<file path="src/rtl/uart_pkg.sv">
// rtl/uart_pkg.sv - shared UART state encoding and baud helpers
package uart_pkg;

  typedef logic [2:0] uart_state_t;

  localparam uart_state_t ST_IDLE  = 3'd0;
  localparam uart_state_t ST_START = 3'd1;
  localparam uart_state_t ST_DATA  = 3'd2;
  localparam uart_state_t ST_STOP  = 3'd3;
  localparam uart_state_t ST_BREAK = 3'd4;

  function automatic int clocks_per_baud(input int sys, input int baud);
    return sys / baud;
  endfunction

endpackage

</file>
<file path="src/rtl/sync_2ff.sv">
// rtl/sync_2ff.sv - two-flop synchronizer with configurable reset value
module sync_2ff #(
  parameter int               WIDTH     = 1,
  parameter logic [WIDTH-1:0] RESET_VAL = '0
) (
  input  logic             i_clk,
  input  logic             i_rst_n,
  input  logic [WIDTH-1:0] i_d,
  output logic [WIDTH-1:0] o_q
);

  logic [WIDTH-1:0] meta;

  always_ff @(posedge i_clk or negedge i_rst_n) begin
    if (!i_rst_n) begin
      meta <= RESET_VAL;
      o_q  <= RESET_VAL;
    end else begin
      meta <= i_d;
      o_q  <= meta;
    end
  end

endmodule

</file>
<file path="src/rtl/uart_rx.sv">
// rtl/uart_rx.sv - 8N1 UART receiver, mid-bit sampling, one-cycle byte/frame-error strobes
module uart_rx
  import uart_pkg::*;
#(
  parameter int BAUDRATE = 115200,
  parameter int SYSCLOCK = 100000000
) (
  input  logic       i_clk,
  input  logic       i_rst_n,
  input  logic       i_uart_rx,
  output logic [7:0] o_data,
  output logic       o_valid,
  output logic       o_frame_err,
  output logic       o_busy
);

  // CLOCKS_PER_BAUD below 4 leaves no usable half-bit offset and is not supported.
  localparam int CLOCKS_PER_BAUD = clocks_per_baud(SYSCLOCK, BAUDRATE);
  localparam int HALF_BAUD       = CLOCKS_PER_BAUD / 2;
  localparam int CW              = $clog2(CLOCKS_PER_BAUD) + 1;

  localparam logic [CW-1:0] FULL_LOAD = CW'(CLOCKS_PER_BAUD - 1);
  localparam logic [CW-1:0] HALF_LOAD = CW'(HALF_BAUD - 1);

  logic          rx_s;
  uart_state_t   state;
  logic [CW-1:0] baud_cnt;
  logic [2:0]    bit_cnt;
  logic [7:0]    shreg;
  logic          sample;

  sync_2ff #(
    .WIDTH     (1),
    .RESET_VAL (1'b1)
  ) u_sync (
    .i_clk   (i_clk),
    .i_rst_n (i_rst_n),
    .i_d     (i_uart_rx),
    .o_q     (rx_s)
  );

  assign sample = (baud_cnt == '0);
  assign o_busy = (state != ST_IDLE);

  always_ff @(posedge i_clk or negedge i_rst_n) begin
    if (!i_rst_n) begin
      baud_cnt <= '0;
    end else begin
      case (state)
        ST_IDLE:  baud_cnt <= rx_s ? '0 : HALF_LOAD;
        ST_BREAK: baud_cnt <= '0;
        default:  baud_cnt <= sample ? FULL_LOAD : baud_cnt - 1'b1;
      endcase
    end
  end

  always_ff @(posedge i_clk or negedge i_rst_n) begin
    if (!i_rst_n) begin
      state   <= ST_IDLE;
      bit_cnt <= '0;
    end else begin
      case (state)
        ST_IDLE: begin
          if (!rx_s) state <= ST_START;
        end
        ST_START: begin
          // A start bit that is high again by mid-bit was a glitch.
          if (sample) begin
            state   <= rx_s ? ST_IDLE : ST_DATA;
            bit_cnt <= '0;
          end
        end
        ST_DATA: begin
          if (sample) begin
            bit_cnt <= bit_cnt + 3'd1;
            if (bit_cnt == 3'd7) state <= ST_STOP;
          end
        end
        ST_STOP: begin
          if (sample) state <= rx_s ? ST_IDLE : ST_BREAK;
        end
        ST_BREAK: begin
          if (rx_s) state <= ST_IDLE;
        end
        default: state <= ST_IDLE;
      endcase
    end
  end

  always_ff @(posedge i_clk or negedge i_rst_n) begin
    if (!i_rst_n) begin
      shreg <= '0;
    end else if (state == ST_DATA && sample) begin
      shreg <= {rx_s, shreg[7:1]};
    end
  end

  always_ff @(posedge i_clk or negedge i_rst_n) begin
    if (!i_rst_n) begin
      o_data      <= '0;
      o_valid     <= 1'b0;
      o_frame_err <= 1'b0;
    end else begin
      o_valid     <= (state == ST_STOP) && sample && rx_s;
      o_frame_err <= (state == ST_STOP) && sample && !rx_s;
      if ((state == ST_STOP) && sample && rx_s) o_data <= shreg;
    end
  end

endmodule

</file>
<file path="config.mk">
export PLATFORM = sky130hd
export DESIGN_NAME = uart_rx
export DESIGN_NICKNAME = d
export VERILOG_FILES = /design/src/rtl/uart_pkg.sv /design/src/rtl/sync_2ff.sv /design/src/rtl/uart_rx.sv
export SDC_FILE = /design/constraint.sdc
export NUM_CORES = 1
export LEC_CHECK = 0
export BUFFER_PORTS_ARGS = -buffer_cell sky130_fd_sc_hd__buf_2
export CORE_MARGIN = 1
export CORE_UTILIZATION = 30
export DETAILED_ROUTE_END_ITERATION = 16
export PLACE_DENSITY = 0.52
export SKIP_CTS_REPAIR_TIMING = 1
export SKIP_LAST_GASP = 1
export SLEW_MARGIN = 20
export SYNTH_ARGS = -nofsm -noshare
export SYNTH_HDL_FRONTEND = slang
export SYNTH_SLANG_ARGS = --single-unit
</file>
<file path="constraint.sdc">
create_clock -name i_clk -period 1.94 [get_ports i_clk]
set_clock_uncertainty 0.15 [all_clocks]
set_input_delay 0.194 -clock i_clk [delete_from_list [all_inputs] [get_ports i_clk]]
set_output_delay 0.194 -clock i_clk [all_outputs]
set_load 0.01 [all_outputs]
</file>
==> out/results.ini, run 1 <==
[global_route]
grt_max_degree = 38
grt_pass1_wl_mm = 5.62
grt_pass1_vias = 1171
antenna_found_initial = 0
globalRouteOverflowTotal = 0
grt.total_usage = 0.127
busiest_layer = met2
met3_usage = 0.0335
met2_usage = 0.199
grt_use_met1 = 0.154

[route]
drtPass1Iterations = 4
ant_nets = 0
drc = 0
totalWireLength_mm = 3.39
viasPerCell = 4.83
drt_iter0_markers = 39
dr_total_vias = 1184
detail_route.wl_per_cell_um = 13.8

[worst_hold_path]
worst_hold_startpoint = u_sync.meta
hold_path_end = u_sync.o_q
holdCritPathClass = flip-flop to flip-flop
whs_path_depth = 0

[placement]
gp_congestion = 0.785
port_buffers = 13
dpl.hpwl_mm = 2.39
dp_cells = 234

[synthesis]
yosysSeqAreaShare = 0.563
yosysWarnings = 0
syn_area_um2 = 1650
async_flop_share = 1.00
ys.flop_type = dfrtp_1
ys_seq_elements = 37
synth_edf_count = 0
synth.distinct_cells = 38
avgSynthCellArea_um2 = 12.3
syn_inst = 134
syn_nets = 140

[layout]
num-nets-final = 180
drive_gt1_frac = 0.457
antenna_cells = 0
n_fill_cell = 513
instances_no_fill = 245
syn_to_final_growth_pct = 27.4

[sta]
slew_viol_final = 0
tightest_slew_ns = 0.807
timing_hold_violations_final = 0
fin_hold_ws_ns = 0.208
setup_viol_count_final = 0
max_slew_margin = 0.462
post-route-period-util = 0.972
grt_setup_unrepaired = yes
clock.fmax_mhz = 530
period_needed_ns = 1.89

[setup_path]
worstReg2RegStart = baud_cnt[0]
criticalPathCategory = flip-flop to flip-flop
worstPathArrival_ns = 1.96
reg2reg_slack_ns = 0.05
cp_top_family = simple AND/OR/NAND/NOR gates
crit_chain = inv_2, ha_4, or4b_4, or3_2, a21oi_2
end_kind = flip-flop
crit_required_ns = 2.01
r2r-end = baud_cnt[6]
worst-path-max-fanout = 3
setup.worst_path.start_class = flip-flop
cpPeakStageDelay_ns = 0.49
cp_num_buf_inv = 1
cpMaxStageDelayCell = or4b_4
reg2regPathDepth = 5

[clock_network]
root_buffer = clkbuf_8
cts_sinks = 37
clkSlewWorstSetupHoldPaths_ns = 0.07
cts_buffers = 5
insertion_delay_ns = 0.29
cts_max_path_buffers = 2
cts_tree = built
htree_levels = 2

[power_and_ir_drop]
peakVddDrop_mv = 0.399
p_per_area_nw_per_um2 = 636
p_leak_uw = 0.00103

[floorplanning]
die_w_um = 76.2
die-area_um2 = 5800
die_h_um = 76.2
core-area_um2 = 5200
start_util = 0.317
io_pins = 14
placementRows = 26

[outcome]
status = completed

[run]
drv_cap = 0

==> through the flow <==
step / setup TNS [ns] / instance area, um2 / setup WS, ns / power [uW] / utilization
after CTS: -0.0803 / 2030 / -0.0419 / 1360 / 0.390
after detailed placement: -0.0320 / 1940 / -0.0169 / 811 / 0.373
after global routing: -0.139 / 2100 / -0.0282 / 1400 / 0.404
final: 0 / 2100 / 0.0547 / 1340 / 0.404
after floorplan: 0 / 1650 / 0.0159 / 792 / -
after global placement: 0 / 1940 / 0.0472 / 810 / 0.373
==> report_power, final <==
| part | switching, uW | internal [uW] |
|---|---|---|
| sequential | 3.08 | 775 |
| clock | 285 | 254 |
| combinational | 15.6 | 4.40 |
==> routing by layer <==
metal / vias up / share of wire
met5: - / 0
met4: 0 / 0.031
met3: 11 / 0.040
met2: 24 / 0.49
met1: 584 / 0.44
li1: 565 / -
==> worst max-delay path by stage <==
| stage | start | end | slack (ns) | cells past startpoint |
|---|---|---|---|---|
| after floorplan | baud_cnt[0] | state[0] | 0.02 | 6 |
| after global placement | baud_cnt[0] | state[0] | 0.05 | 6 |
| after detailed placement | baud_cnt[0] | state[0] | -0.02 | 6 |
| after CTS | baud_cnt[0] | state[0] | -0.04 | 6 |
| after global routing | baud_cnt[1] | bit_cnt[0] | -0.03 | 6 |
| final | baud_cnt[0] | baud_cnt[6] | 0.05 | 5 |
==> layout by cell type (no fill, tap or decap), drive strengths merged, types with 5 or more instances in the layout <==
| master | n |
|---|---|
| or3 | 5 |
| dfrtp | 35 |
| buf | 34 |
| mux2 | 16 |
| nor2 | 11 |
| o21ai | 5 |
| clkbuf | 5 |
| a21oi | 7 |
| nand3 | 11 |
==> logic make-up (layout without fill, tap and decap cells) <==
| family | count (synthesis) | after routing | share of synthesized area |
|---|---|---|---|
| AOI/OAI and AO/OA | 20 | 20 | 0.0781 |
| xor gates and xnor gates | 5 | 5 | 0.0265 |
| adders and majority gates | 3 | 3 | 0.0227 |
| buffers and inverters | 6 | 47 | 0.0144 |
| DFF | 37 | 37 | 0.563 |
| muxes | 16 | 16 | 0.109 |
| and+or+nand+nor | 47 | 47 | 0.187 |
==> sequential cells by signal (all words and copies together) (netlist names) <==
name and cells:
u_sync.meta 1, baud_cnt 11, shreg 8, bit_cnt 3, u_sync.o_q 1, o_valid 1, state 3, o_data 8
o_frame_err 1
==> synthesized netlist by cell type (3+ instances only) <==
cell / count / share of area
dfrtp_1: 35 / 0.53
mux2_2: 16 / 0.11
nand3_1: 10 / 0.030
nor2_1: 10 / 0.023
a21oi_1: 7 / 0.021
nand2_1: 4 / 0.0091
o21ai_0: 4 / 0.012
o31ai_1: 4 / 0.018
xnor2_1: 4 / 0.021
ha_1: 3 / 0.023
inv_1: 3 / 0.0068
or3_1: 3 / 0.011
==> layout make-up <==
cell class	instances	area, um2	area share
tap	70	87.6	0.0416
clock inverter	3	22.5	0.0107
sequential	37	928	0.441
timing repair buffer	36	246	0.117
inverter	3	11.3	0.00535
multi-input combinational	91	738	0.351
clock buffer	5	68.8	0.0327
Power figures use the tool's default switching activity.
==> run 2, diff against run 1 <==
--- a/config.mk
+++ b/config.mk
@@ -9,7 +9,7 @@
 export CORE_MARGIN = 1
 export CORE_UTILIZATION = 30
 export DETAILED_ROUTE_END_ITERATION = 16
-export PLACE_DENSITY = 0.52
+export PLACE_DENSITY = 0.51
 export SKIP_CTS_REPAIR_TIMING = 1
 export SKIP_LAST_GASP = 1
 export SLEW_MARGIN = 20
==> constraint.sdc (replaced) <==
create_clock -name i_clk -period 2.15 [get_ports i_clk]
set_clock_uncertainty 0.15 [all_clocks]
set_input_delay 0.215 -clock i_clk [delete_from_list [all_inputs] [get_ports i_clk]]
set_output_delay 0.215 -clock i_clk [all_outputs]
set_load 0.01 [all_outputs]
==> run 2 against run 1 <==
Via count is 4.7% lower. Non-clock buffer count is 12 lower. Fmax is 7.7% lower. Critical path type unchanged. Critical path depth is 2 higher. Hold slack better by 0.00074 ns. Flip-flop and latch count stayed put. Register-to-register slack better by 0.05 ns. Power is 10% lower. Final area is 6.2% lower. Critical endpoint is now state[1]. Sequential share of layout area is 2.9 points higher.
==> out/results.ini, run 2 (synthesis results as in run 1) <==
[setup_path]
worstPathArrival_ns = 2.11  ; +0.15 ns
cpMaxStageDelayCell = or4b_4
worst-path-max-fanout = 4  ; +1
crit_path_start = baud_cnt[0]
setup.worst_path.start_class = flip-flop
crit_chain = inv_1, ha_2, or4b_4, nor3_4, buf_4, nand3_1, a21oi_1
reg2regPathDepth = 7  ; +2
path_depth = 7  ; +2
cp_top_family = simple AND/OR/NAND/NOR gates
worstReg2RegStart = baud_cnt[0]
cpPeakStageDelay_ns = 0.50  ; about the same
reg2reg_slack_ns = 0.11  ; +0.05 ns
cp_num_buf_inv = 2  ; +1
worstSetupEndpoint = state[1]
r2r-end = state[1]
criticalPathCategory = flip-flop to flip-flop
end_kind = flip-flop
crit_required_ns = 2.22  ; +0.21 ns

[floorplanning]
start_util = 0.317  ; unchanged
die-area_um2 = 5800  ; unchanged
core-area_um2 = 5200  ; unchanged
die_h_um = 76.2  ; unchanged
die_w_um = 76.2  ; unchanged
io_pins = 14  ; unchanged
placementRows = 26  ; unchanged

[power_and_ir_drop]
p_int_uw = 931  ; -9.9%
swShare = 0.222  ; -0.00501
p_leak_uw = 0.000962  ; -6.2%
power_switching_uw = 266  ; -12%
pwr-share-clk = 0.399  ; -0.005
seqPwrFrac = 0.586  ; +0.005
peakVddDrop_mv = 0.404  ; +1.1%
p_per_area_nw_per_um2 = 607  ; -4.6%
pwr-share-comb = 0.015  ; about the same

[clock_network]
cts_tree = built
clkSlewWorstSetupHoldPaths_ns = 0.07  ; about the same
cts_max_path_buffers = 2  ; unchanged
root_buffer = clkbuf_8
htree_levels = 2  ; unchanged
cts_buffers = 5  ; unchanged
insertion_delay_ns = 0.29  ; about the same
cts_sinks = 37  ; unchanged

[global_route]
grt_pass1_vias = 1171  ; unchanged
grt.total_usage = 0.121  ; -0.00569
globalRouteOverflowTotal = 0  ; unchanged
grt_pass1_wl_mm = 5.42  ; -3.7%
grt_max_degree = 38  ; unchanged
antenna_found_initial = 0  ; unchanged

[route]
detail_route.wl_per_cell_um = 14.1  ; +1.7%
drt_iter0_markers = 18  ; -54%
viasPerCell = 4.84  ; +0.18%
drc = 0  ; unchanged
ant_nets = 0  ; unchanged
drtPass1Iterations = 4  ; unchanged
totalWireLength_mm = 3.27  ; -3.3%
dr_total_vias = 1128  ; -4.7%

[sta]
slew_viol_final = 0  ; unchanged
setup_viol_count_final = 0  ; unchanged
clock.fmax_mhz = 490  ; -7.7%
post-route-period-util = 0.950  ; -0.0222
timing_hold_violations_final = 0  ; unchanged
fin_tns_setup_ns = 0  ; unchanged
tightest_slew_ns = 0.801  ; -0.00585 ns
max_slew_margin = 0.466  ; +0.00390
period_needed_ns = 2.04  ; +0.156 ns
fin_hold_ws_ns = 0.208  ; +0.000742 ns

[layout]
layout_common_cells = 35 x dfrtp_1, 16 x mux2_2, 13 x buf_2, 10 x nor2_1
top_register = baud_cnt
num-nets-final = 168  ; -6.7%
antenna_cells = 0  ; unchanged
drive_gt1_frac = 0.374  ; -0.0829
final_common_cell = dfrtp_1
largest_reg_flops = 11  ; unchanged
utilization = 0.379  ; -0.0250
n_fill_cell = 513  ; unchanged
syn_to_final_growth_pct = 19.6
reg.largest.list = baud_cnt x11, o_data x8, shreg x8

[placement]
port_buffers = 13  ; unchanged
gp_congestion = 0.835  ; +6.3%
dpl.hpwl_mm = 2.24  ; -6.2%

[run]
drv_cap = 0  ; unchanged

[outcome]
status = completed

[worst_hold_path]
worst_hold_startpoint = u_sync.meta
holdCritPathClass = flip-flop to flip-flop

==> run 2: changes by cell type in the layout (fill, tap and decap cells not counted), sizes merged <==
| cell | delta |
|---|---|
| buf | -12 |
| clkbuf | +1 |
| clkinv | -3 |
| clkinvlp | +2 |
==> run 2: worst register-to-register path, stage by stage (launching register included) <==
cell and delay (ns):
dfrtp_1 0.42, inv_1 0.09, ha_2 0.22, or4b_4 0.50
nor3_4 0.23, buf_4 0.16, nand3_1 0.07, a21oi_1 0.13
==> run 2: stage by stage <==
step | std cells | instance area [um2] | power (uW) | worst slack, ns
3_3_place_gp | 221 | 1840 | 731 | 0.139
6_report | 233 | 1970 | 1200 | 0.108
2_1_floorplan | 134 | 1650 | 715 | 0.207
5_1_grt | 233 | 1970 | 1250 | -0.0140
3_5_place_dp | 221 | 1840 | 732 | 0.0599
4_1_cts | 229 | 1930 | 1220 | 0.0292
==> run 2: worst min-delay path by stage <==
stage,endpoint,slack (ns),depth (start not counted)
floorplan,baud_cnt[0],-0.23,0
global placement,u_sync.meta,0.17,1
detailed placement,u_sync.meta,0.18,1
CTS,u_sync.meta,-0.14,1
global route,u_sync.o_q,0.21,0
finish,u_sync.o_q,0.21,0
==> run 2: power groups by stage <==
stage                     Combinational, uW  Sequential (uW)  Clock, uW
final                                  17.7              701        478
after floorplan                       0.643              714          0
after global placement                 15.6              715          0
after detailed placement               16.6              715          0
after global routing                   21.1              702        530
after CTS                              16.5              701        499
==> run 2: per-layer routing <==
| layer | vias up | track usage | part of all wire |
|---|---|---|---|
| met1 | 556 | 0.143 | 0.45 |
| met4 | 0 | 0.0577 | 0.019 |
| met5 | - | 0 | 0 |
| li1 | 543 | - | - |
| met3 | 9 | 0.0323 | 0.038 |
| met2 | 20 | 0.205 | 0.49 |
==> run 2: area by class of cell <==
class / instances / area (um2) / share of cell area
Sequential cell: 37 / 928 / 0.471
Multi-Input combinational cell: 91 / 706 / 0.358
Timing Repair Buffer: 24 / 153 / 0.0774
Tap cell: 70 / 87.6 / 0.0444
Clock buffer: 6 / 72.6 / 0.0368
Clock inverter: 2 / 15.0 / 0.00761
Inverter: 3 / 11.3 / 0.00571
==> run 3, diff against run 2 <==
--- a/config.mk
+++ b/config.mk
@@ -8,10 +8,10 @@
 export BUFFER_PORTS_ARGS = -buffer_cell sky130_fd_sc_hd__buf_2
 export CORE_MARGIN = 1
 export CORE_UTILIZATION = 30
+export CTS_BUF_LIST = sky130_fd_sc_hd__clkbuf_8
 export DETAILED_ROUTE_END_ITERATION = 16
 export PLACE_DENSITY = 0.51
 export SKIP_CTS_REPAIR_TIMING = 1
-export SKIP_LAST_GASP = 1
 export SLEW_MARGIN = 20
 export SYNTH_ARGS = -nofsm -noshare
 export SYNTH_HDL_FRONTEND = slang
==> run 3 against run 2 <==
Clock power barely moved. Worst setup slack stayed put. Routed wire length grew 0.27%. Via count hardly changed. Register-to-register slack barely moved. Global-route usage stayed put. Count of clock-buffer cells in the layout down 1. Cell count is the same. First-iteration DRC count unchanged. Highest routed layer unchanged.
==> out/results.ini, run 3 (synthesis results as in run 1) <==
[clock_network]
cts_buffers = 5  ; unchanged
htree_levels = 2  ; unchanged
clkSlewWorstSetupHoldPaths_ns = 0.07  ; about the same
cts_sinks = 37  ; unchanged
root_buffer = clkbuf_8
cts_max_path_buffers = 2  ; unchanged
insertion_delay_ns = 0.29  ; about the same
cts_tree = built

[worst_hold_path]
worst_hold_startpoint = u_sync.meta
whs_path_depth = 0  ; unchanged
holdCritPathClass = flip-flop to flip-flop
hold_path_end = u_sync.o_q

[power_and_ir_drop]
p_int_uw = 926  ; -0.51%
swShare = 0.224  ; +0.00183
p_leak_uw = 0.000966  ; +0.43%
p_per_area_nw_per_um2 = 605  ; -0.28%
pwr-share-comb = 0.015  ; about the same
peakVddDrop_mv = 0.404  ; about the same
total_power_uw = 1190  ; -0.28%
seqPwrFrac = 0.588  ; +0.002
power_switching_uw = 268  ; +0.54%
pwr-share-clk = 0.398  ; about the same

[global_route]
globalRouteOverflowTotal = 0  ; unchanged
antenna_found_initial = 0  ; unchanged
grt_max_degree = 38  ; unchanged
grt_pass1_wl_mm = 5.42  ; unchanged
grt.total_usage = 0.121  ; unchanged
grt_pass1_vias = 1171  ; unchanged

[placement]
dpl.hpwl_mm = 2.24  ; unchanged
port_buffers = 13  ; unchanged
dp_cells = 221  ; unchanged
dpl_cell_area_um2 = 1840  ; unchanged
gp_congestion = 0.835  ; unchanged

[route]
ant_nets = 0  ; unchanged
wl_met1_mm = 1.49  ; +0.95%
drt_iter0_markers = 18  ; unchanged
wl_met2_mm = 1.61  ; -0.37%
drtPass1Iterations = 4  ; unchanged
highest-signal-layer = met4
dr_wl_met3_um = 124  ; unchanged
detail_route.wl_per_cell_um = 14.1  ; +0.27%
viasPerCell = 4.84  ; about the same
totalWireLength_mm = 3.28  ; +0.27%
drc = 0  ; unchanged
dr_total_vias = 1127  ; -0.089%

[layout]
final_common_cell = dfrtp_1
top_register = baud_cnt
instances_no_fill = 233  ; unchanged
stdcell_area_um2 = 1970  ; unchanged
syn_to_final_growth_pct = 19.6  ; unchanged
drive_gt1_frac = 0.374  ; unchanged
multi_input_area_um2 = 706  ; unchanged
layout_common_cells = 35 x dfrtp_1, 16 x mux2_2, 13 x buf_2, 10 x nor2_1
n_fill_cell = 513  ; unchanged
regArea_um2 = 928  ; unchanged
antenna_cells = 0  ; unchanged
largest_reg_flops = 11  ; unchanged
reg.largest.list = baud_cnt x11, o_data x8, shreg x8
num-nets-final = 168  ; unchanged
utilization = 0.379  ; unchanged

[setup_path]
crit_required_ns = 2.22  ; about the same
reg2regPathDepth = 7  ; unchanged
r2r-end = state[1]
cpPeakStageDelay_ns = 0.50  ; about the same
worst-path-max-fanout = 4  ; unchanged
setup.worst_path.start_class = flip-flop
worstPathArrival_ns = 2.11  ; about the same
worstReg2RegStart = baud_cnt[0]
cpMaxStageDelayCell = or4b_4
crit_chain = inv_1, ha_2, or4b_4, nor3_4, buf_4, nand3_1, a21oi_1
criticalPathCategory = flip-flop to flip-flop
crit_path_start = baud_cnt[0]
end_kind = flip-flop
reg2reg_slack_ns = 0.11  ; about the same

[floorplanning]
die_h_um = 76.2  ; unchanged
placementRows = 26  ; unchanged
io_pins = 14  ; unchanged
core-area_um2 = 5200  ; unchanged
die_w_um = 76.2  ; unchanged
die-area_um2 = 5800  ; unchanged
start_util = 0.317  ; unchanged

[sta]
period_needed_ns = 2.04  ; unchanged
tightest_slew_ns = 0.799  ; -0.00168 ns
post-route-period-util = 0.950  ; unchanged
setup_viol_count_final = 0  ; unchanged
fin_hold_ws_ns = 0.208  ; unchanged
max_slew_margin = 0.467  ; +0.00112
clock.fmax_mhz = 490  ; unchanged
slew_viol_final = 0  ; unchanged
timing_hold_violations_final = 0  ; unchanged

[run]
drv_cap = 0  ; unchanged

[outcome]
status = completed

==> run 3: changes by cell type in the layout (fill, tap and decap cells not counted) <==
cell / delta
clkbuf_1: -1
inv_1: +1
==> run 3: per-layer routing <==
metal / vias up / GRT usage
li1: 543 / -
met1: 555 / 0.143
met2: 20 / 0.205
met3: 9 / 0.0323
met4: 0 / 0.0577
met5: - / 0
==> run 3: worst max path at each step <==
stage | end | slack (ns) | cells past startpoint
2_1_floorplan | state[0] | 0.21 | 6
3_3_place_gp | state[0] | 0.14 | 6
3_5_place_dp | bit_cnt[2] | 0.06 | 6
4_1_cts | state[0] | 0.03 | 6
5_1_grt | state[1] | -0.01 | 7
6_report | state[1] | 0.11 | 7
==> run 3: layout make-up <==
class,count,share of cell area
Sequential cell,37,0.471
Clock buffer,5,0.0349
Clock inverter,3,0.00951
Multi-Input combinational cell,91,0.358
Tap cell,70,0.0444
Timing Repair Buffer,24,0.0774
Inverter,3,0.00571
==> run 3: critical path, delay by kind of cell, from the launching register on <==
family	cells	cell delay (ns)
adder cells (fa/ha/maj)	1	0.22
AND/OR/NAND/NOR	3	0.80
AO/OA/AOI/OAI	1	0.13
buffers and inverters	2	0.25
flip-flops	1	0.42
==> run 3: power groups by stage <==
| stage | sequential [uW] | combinational (uW) | clock (uW) |
|---|---|---|---|
| after floorplan | 714 | 0.643 | 0 |
| after global placement | 715 | 15.6 | 0 |
| after detailed placement | 715 | 16.6 | 0 |
| after CTS | 701 | 16.5 | 494 |
| after global routing | 702 | 21.1 | 526 |
| final | 701 | 17.7 | 475 |
==> run 3: stage by stage <==
stage,TNS [ns],worst slack (ns)
floorplan,0,0.207
detailed placement,0,0.0599
global route,-0.0249,-0.0140
global placement,0,0.139
finish,0,0.108
CTS,0,0.0292
